--- config.mk ---
export PLATFORM = sky130hd
export DESIGN_NAME = mem_stage
export DESIGN_NICKNAME = d
export VERILOG_FILES = /design/src/rtl/mem_stage.sv
export SDC_FILE = /design/constraint.sdc
export NUM_CORES = 1
export LEC_CHECK = 0
export CORE_ASPECT_RATIO = 2
export CORE_UTILIZATION = 48
export DETAILED_ROUTE_END_ITERATION = 10
export PLACE_DENSITY_LB_ADDON = 0.05
export SYNTH_ARGS = -nofsm -noshare
export SYNTH_HDL_FRONTEND = slang
export SYNTH_SLANG_ARGS = --single-unit
--- constraint.sdc ---
create_clock -name clk -period 4.6 [get_ports clk]
set_clock_uncertainty 0.1 [all_clocks]
set_input_delay 0.92 -clock clk [delete_from_list [all_inputs] [get_ports clk]]
set_output_delay 0.92 -clock clk [all_outputs]
set_load 0.03 [all_outputs]
--- src/rtl/mem_stage.sv ---
// Memory-access stage: forwards ALU results, issues loads/stores over a req/ready
// handshake, stalls upstream while waiting, and aborts with a fault pulse on timeout.
module mem_stage #(
  parameter int MAX_WAIT = 15
) (
  input  logic        clk,
  input  logic        rst,
  input  logic        valid_in,
  input  logic [15:0] alu_result_in,
  input  logic [15:0] rs2_data_in,
  input  logic [3:0]  rd_in,
  input  logic        reg_write_in,
  input  logic        mem_read_in,
  input  logic        mem_write_in,
  input  logic        mem_to_reg_in,
  output logic        stall_out,
  output logic        dmem_req,
  output logic        dmem_we,
  output logic [15:0] dmem_addr,
  output logic [15:0] dmem_wdata,
  input  logic [15:0] dmem_rdata,
  input  logic        dmem_ready,
  output logic        wb_valid,
  output logic [15:0] wb_data,
  output logic [3:0]  wb_rd,
  output logic        wb_reg_write,
  output logic        mem_fault
);

  localparam int CW = $clog2(MAX_WAIT + 1);

  typedef enum logic {S_IDLE = 1'b0, S_WAIT = 1'b1} state_t;

  typedef struct packed {
    logic [15:0] addr;
    logic [15:0] wdata;
    logic [3:0]  rd;
    logic        we;
    logic        reg_write;
    logic        mem_to_reg;
  } mreq_t;

  typedef struct packed {
    logic        valid;
    logic [15:0] data;
    logic [3:0]  rd;
    logic        reg_write;
  } wb_t;

  state_t        state_q, state_d;
  logic [CW-1:0] cnt_q, cnt_d;
  mreq_t         req_q, req_d;
  wb_t           wb_q, wb_d;
  logic          fault_q, fault_d;

  logic mem_op;
  assign mem_op = mem_read_in | mem_write_in;

  always_ff @(posedge clk or posedge rst) begin
    if (rst) begin
      state_q <= S_IDLE;
      cnt_q   <= '0;
      req_q   <= '0;
      wb_q    <= '0;
      fault_q <= 1'b0;
    end else begin
      state_q <= state_d;
      cnt_q   <= cnt_d;
      req_q   <= req_d;
      wb_q    <= wb_d;
      fault_q <= fault_d;
    end
  end

  always_comb begin
    state_d  = state_q;
    cnt_d    = cnt_q;
    req_d    = req_q;
    wb_d     = wb_q;
    wb_d.valid = 1'b0;
    fault_d  = 1'b0;
    case (state_q)
      S_IDLE: begin
        if (valid_in && mem_op) begin
          req_d.addr       = alu_result_in;
          req_d.wdata      = rs2_data_in;
          req_d.rd         = rd_in;
          req_d.we         = mem_write_in;
          req_d.reg_write  = reg_write_in;
          req_d.mem_to_reg = mem_to_reg_in;
          cnt_d            = '0;
          state_d          = S_WAIT;
        end else if (valid_in) begin
          wb_d.valid     = 1'b1;
          wb_d.data      = alu_result_in;
          wb_d.rd        = rd_in;
          wb_d.reg_write = reg_write_in;
        end
      end
      S_WAIT: begin
        if (dmem_ready) begin
          state_d        = S_IDLE;
          wb_d.valid     = 1'b1;
          wb_d.rd        = req_q.rd;
          wb_d.reg_write = req_q.reg_write;
          wb_d.data      = (!req_q.we && req_q.mem_to_reg) ? dmem_rdata : req_q.addr;
        end else begin
          // cnt_q counts earlier ready-less cycles, so this is the MAX_WAIT-th one
          if (cnt_q == CW'(MAX_WAIT - 1)) begin
            state_d = S_IDLE;
            fault_d = 1'b1;
          end
          if (cnt_q != CW'(MAX_WAIT)) cnt_d = cnt_q + CW'(1);
        end
      end
      default: state_d = S_IDLE;
    endcase
  end

  assign stall_out    = (state_q == S_WAIT);
  assign dmem_req     = (state_q == S_WAIT);
  assign dmem_we      = req_q.we;
  assign dmem_addr    = req_q.addr;
  assign dmem_wdata   = req_q.wdata;
  assign wb_valid     = wb_q.valid;
  assign wb_data      = wb_q.data;
  assign wb_rd        = wb_q.rd;
  assign wb_reg_write = wb_q.reg_write;
  assign mem_fault    = fault_q;

endmodule

Word level (Yosys, flattened, before mapping)
Cells that the tools add are included.

cells by class
  multiplexer cells = 16
  reduce and logical (&&, ||, !) cells = 6
  magnitude comparators = 0
  shift operators = 0
  equality and inequality tests = 8
  add/sub/neg operators = 1
  multipliers = 0
  bitwise logic cells = 2
  div/mod/pow operators = 0

operators with widths
  operator             count
  $mux 22              3
  $pmux 22 s2          1
  $mux 16              1
  $mux 4               3
  $ne 2x2->1 const B   5
  $pmux 4 s2           1
  $mux 1               6
  $reduce_and 3->1     2
  $add 4x1->4 const B  1
  $eq 4x4->1 const B   1
  $ne 4x4->1 const B   1
  $logic_and 1x1->1    2
  $ne 2x1->1 const B   1
  $pmux 1 s2           1
  $reduce_and 2->1     1
  $logic_not 1->1      1
  $not 1->1            1
  $or 1x1->1           1

word-level totals
  memories kept = 0
  memory bits (read-only) = 0
  flip-flop bits (word level) = 67
  bits in writable memories = 0
  logic and storage cells = 46
  input bits = 60
  output and inout port bits = 58
  latch bits = 0

Logic depth before layout (Yosys ltp)
  depth in word-level cells = 5
  depth in mapped cells = 5
  depth with buffers taken out = 4

Least setup slack after synthesis
No wires, ideal clock.

  path type = in2reg
  start point = input port valid_in
  end point = register req_q (netlist bit dmem_addr[10])
  data required time = 4.373 ns
  arrival time = 1.851 ns
  path buffers = 2
  setup time = 0.127 ns
  stages = 5
  slack = 2.522 ns
  cell sequence = nor2b_2 > o21a_1 > buf_2 > buf_6 > mux2_1

between the ends
  longest elaborated chain between the ends = 2

ends and longest elaborated chain
  element                            line  RTL
  start: declaration                 8     input logic valid_in,
  $logic_and 1x1->1                  84    if (valid_in && mem_op) begin
  $reduce_and 2->1 (no source line)  n/a
  end signal: assignment             69    req_q <= req_d;
  end: declaration                   52    mreq_t req_q, req_d;

No other way between the ends.
A chain may end at the register's enable or synchronous reset.

Worst setup path in the final report
  start point = register state_q (netlist: dmem_req)
  end point = output port dmem_req

RTL lines
  element                   line  RTL
  start: declaration        50    state_t state_q, state_d;
  start signal: assignment  67    state_q <= state_d;
  end: declaration          17    output logic dmem_req,

No word-level cell between the ends.

==> flow_summary.json <==
{
  "routed_wl_mm": 7.14,
  "ios": 118,
  "num_antenna_cells": 0,
  "slowest_delay_ns": 0.78,
  "synth_nets": 323,
  "reg2reg_to": "wb_reg_write",
  "multi_input_area_sq_um": 1170,
  "power_leakage_nw": 1.87,
  "antenna_found_initial": 0,
  "stdcell_area_sq_um": 4460,
  "status": "finished clean",
  "die_area_sq_um": 7000,
  "clk_pin_slew_ns": 0.05,
  "cts_resized": 0,
  "cp_max_fo": 16,
  "worstPathRequired_ns": 3.58,
  "cp_top_family": "buffers and inverters",
  "ctsHoldBuffers": 0,
  "yosysSeqAreaShare_pct": 52.5,
  "hold_path.class": "reg2reg",
  "cts_sinks": 67,
  "async_flop_share_pct": 100,
  "routedWlPerCell_microns": 16.4,
  "synth.area.top_cells": "dfrtp_1, mux2_1, buf_4",
  "cp-end-kind": "primary output",
  "min_from": "dmem_wdata[8]",
  "insertion_delay_ns": 0.32,
  "grt_pass1_wl_mm": 11.5,
  "power.density_nw_per_um2": 548,
  "switchingPower_w": 0.000824,
  "yosys_register_bits": 67,
  "die_y_microns": 117,
  "worstPathCellList": "clkdlybuf4s50_1",
  "routed_via_density": 5.30,
  "cp.arrival_ns": 1.82,
  "ant_nets": 0,
  "initialDrtViolationCount": 70,
  "htree_levels": 3,
  "synth_top_area_share_pct": 52.5,
  "area_growth_pct": 39.6,
  "dp_hpwl_mm": 4.98,
  "synth.distinct_cells": 32,
  "hold_ws_ns": 0.382,
  "cp.depth": 1,
  "fp-row-count": 41,
  "critical_path_class": "reg2out",
  "grt_start_max_net_pins": 46,
  "timing.final.max_slew_violations": 0,
  "setup_tns_ns": 0,
  "tightest_slew_ns": 1.18,
  "yosys_warnings": 0,
  "avgSynthCellArea_sq_um": 12.2,
  "fin_nets": 406,
  "synthTopCellsByCount": "dfrtp_1, buf_4, nand2_1",
  "syn_inst": 261,
  "filler_cell_count": 509,
  "fin_crit_sh_pct": 61.8,
  "grt.overflow.total": 0,
  "max-clock-path-buffers": 2,
  "r2r_start": "dmem_req",
  "period_minus_slack_ns": 2.84,
  "synth_top_flop_cell": "dfrtp_1",
  "setup_violations": 0,
  "grt_usage_pct": 21.9,
  "r2r_cells": 4,
  "combinationalPowerShare_pct": 37.3,
  "rsz0062_at_grt": "no",
  "post_cts_buffers": 0,
  "vias": 2300,
  "final_hold_viol_count": 0,
  "clkPwrFrac_pct": 27.6,
  "p_int_w": 0.00162,
  "register_area_sq_um": 1680,
  "critPathLaunchType": "register",
  "clockRootBuffer": "clkbuf_16",
  "synth_edf_count": 0,
  "cts_buffers": 9,
  "irDropWorstVdd_v": 0.000333,
  "critPathCapture": "dmem_req",
  "yosys.cell_count.top_type": "dfrtp_1",
  "sw_frac_of_total_pct": 33.8,
  "initial_core_util_pct": 50.2,
  "slowest_stage": "clkdlybuf4s50_1",
  "cts_tree": "built",
  "placedInstanceArea_sq_um": 4160,
  "syn_area_sq_um": 3190,
  "maxCapViolCount": 0,
  "crit_path_start": "dmem_req",
  "core_area_sq_um": 6360,
  "cp_num_buf_inv": 1,
  "portBuffers": 117,
  "drtPass1Iterations": 4,
  "grt_pass1_vias": 2306,
  "drc": 0,
  "clock.fmax_ghz": 0.352,
  "gp_congestion": 0.754,
  "die_width_microns": 59.7,
  "maxSlewHeadroom_pct": 21.1,
  "drive_gt1_share_pct": 8.91,
  "synth_area_leader_cell": "dfrtp_1",
  "pwr-share-seq_pct": 35.1,
  "reg2reg_slack_ns": 2.47
}
==> cell type report <==
cell class,count,share of cell area (%)
sequential,67,37.6
timing repair buffer,120,26.8
multi-input combinational,142,26.2
clock buffer,13,5.84
tap,86,2.41
clock inverter,2,0.786
inverter,4,0.337
==> metal layers <==
layer / vias up / global-route usage (%) / share of wire, %
met5: - / 0 / 0
met2: 88 / 36.5 / 53
met1: 1137 / 25.2 / 39
li1: 1063 / - / -
met3: 12 / 5.84 / 6.2
met4: 0 / 9.74 / 2.5
==> power groups by stage <==
stage / clock, W / combinational [W] / sequential, W
floorplan: 0 / 0.000502 / 0.000976
global placement: 0 / 0.000906 / 0.000857
detailed placement: 0 / 0.000921 / 0.000863
CTS: 0.000690 / 0.000922 / 0.000856
global route: 0.000713 / 0.000963 / 0.000878
finish: 0.000674 / 0.000911 / 0.000856
==> layout by cell type, fill, tap and decap left out, drive strengths merged, types with 2 or more instances in the layout <==
cell / synthesis / routed
a221o: 5 / 5
a32o: 2 / 2
and3: 6 / 6
buf: 43 / 3
clkbuf: 5 / 13
clkdlybuf4s50: 0 / 117
dfrtp: 67 / 67
ha: 2 / 2
inv: 4 / 4
mux2: 38 / 38
mux2i: 16 / 16
nand2: 35 / 35
nand2b: 2 / 2
nor2b: 4 / 4
o21ai: 3 / 3
o221ai: 16 / 16
xnor2: 2 / 2
==> flip-flops by register name (all words and copies together), names as in the netlist, 4 cells and up <==
register	flops
wb_rd	4
cnt_q	4
dmem_wdata	16
dmem_addr	16
req_q	6
wb_data	16
==> per-stage QoR <==
stage               instances  setup WS, ns  util (%)  total power [W]
floorplan                 261          1.90         -          0.00148
global placement          419          1.71      65.4          0.00176
detailed placement        419          1.65      65.4          0.00178
CTS                       434          1.72      70.1          0.00247
global route              434          1.70      70.1          0.00255
finish                    434          1.76      70.1          0.00244
==> how the worst min path moves through the flow <==
| stage | end | cells after the start |
|---|---|---|
| finish | dmem_wdata[8] | 1 |
| global route | dmem_wdata[8] | 1 |
| CTS | dmem_wdata[8] | 1 |
| detailed placement | dmem_wdata[8] | 1 |
| global placement | dmem_wdata[6] | 1 |
| floorplan | req_q[6] | 1 |
==> cell families (layout without fill, tap and decap cells) <==
family	Yosys count	in the layout	share of synthesized area (%)
fa+ha+maj	2	2	0.784
mux	54	54	18.4
flops	67	67	52.5
buf+inv	52	139	11.2
compound gates	33	33	8.82
simple gates	51	51	7.68
xor+xnor	2	2	0.549
No activity file was read; power rests on OpenSTA's default activity.
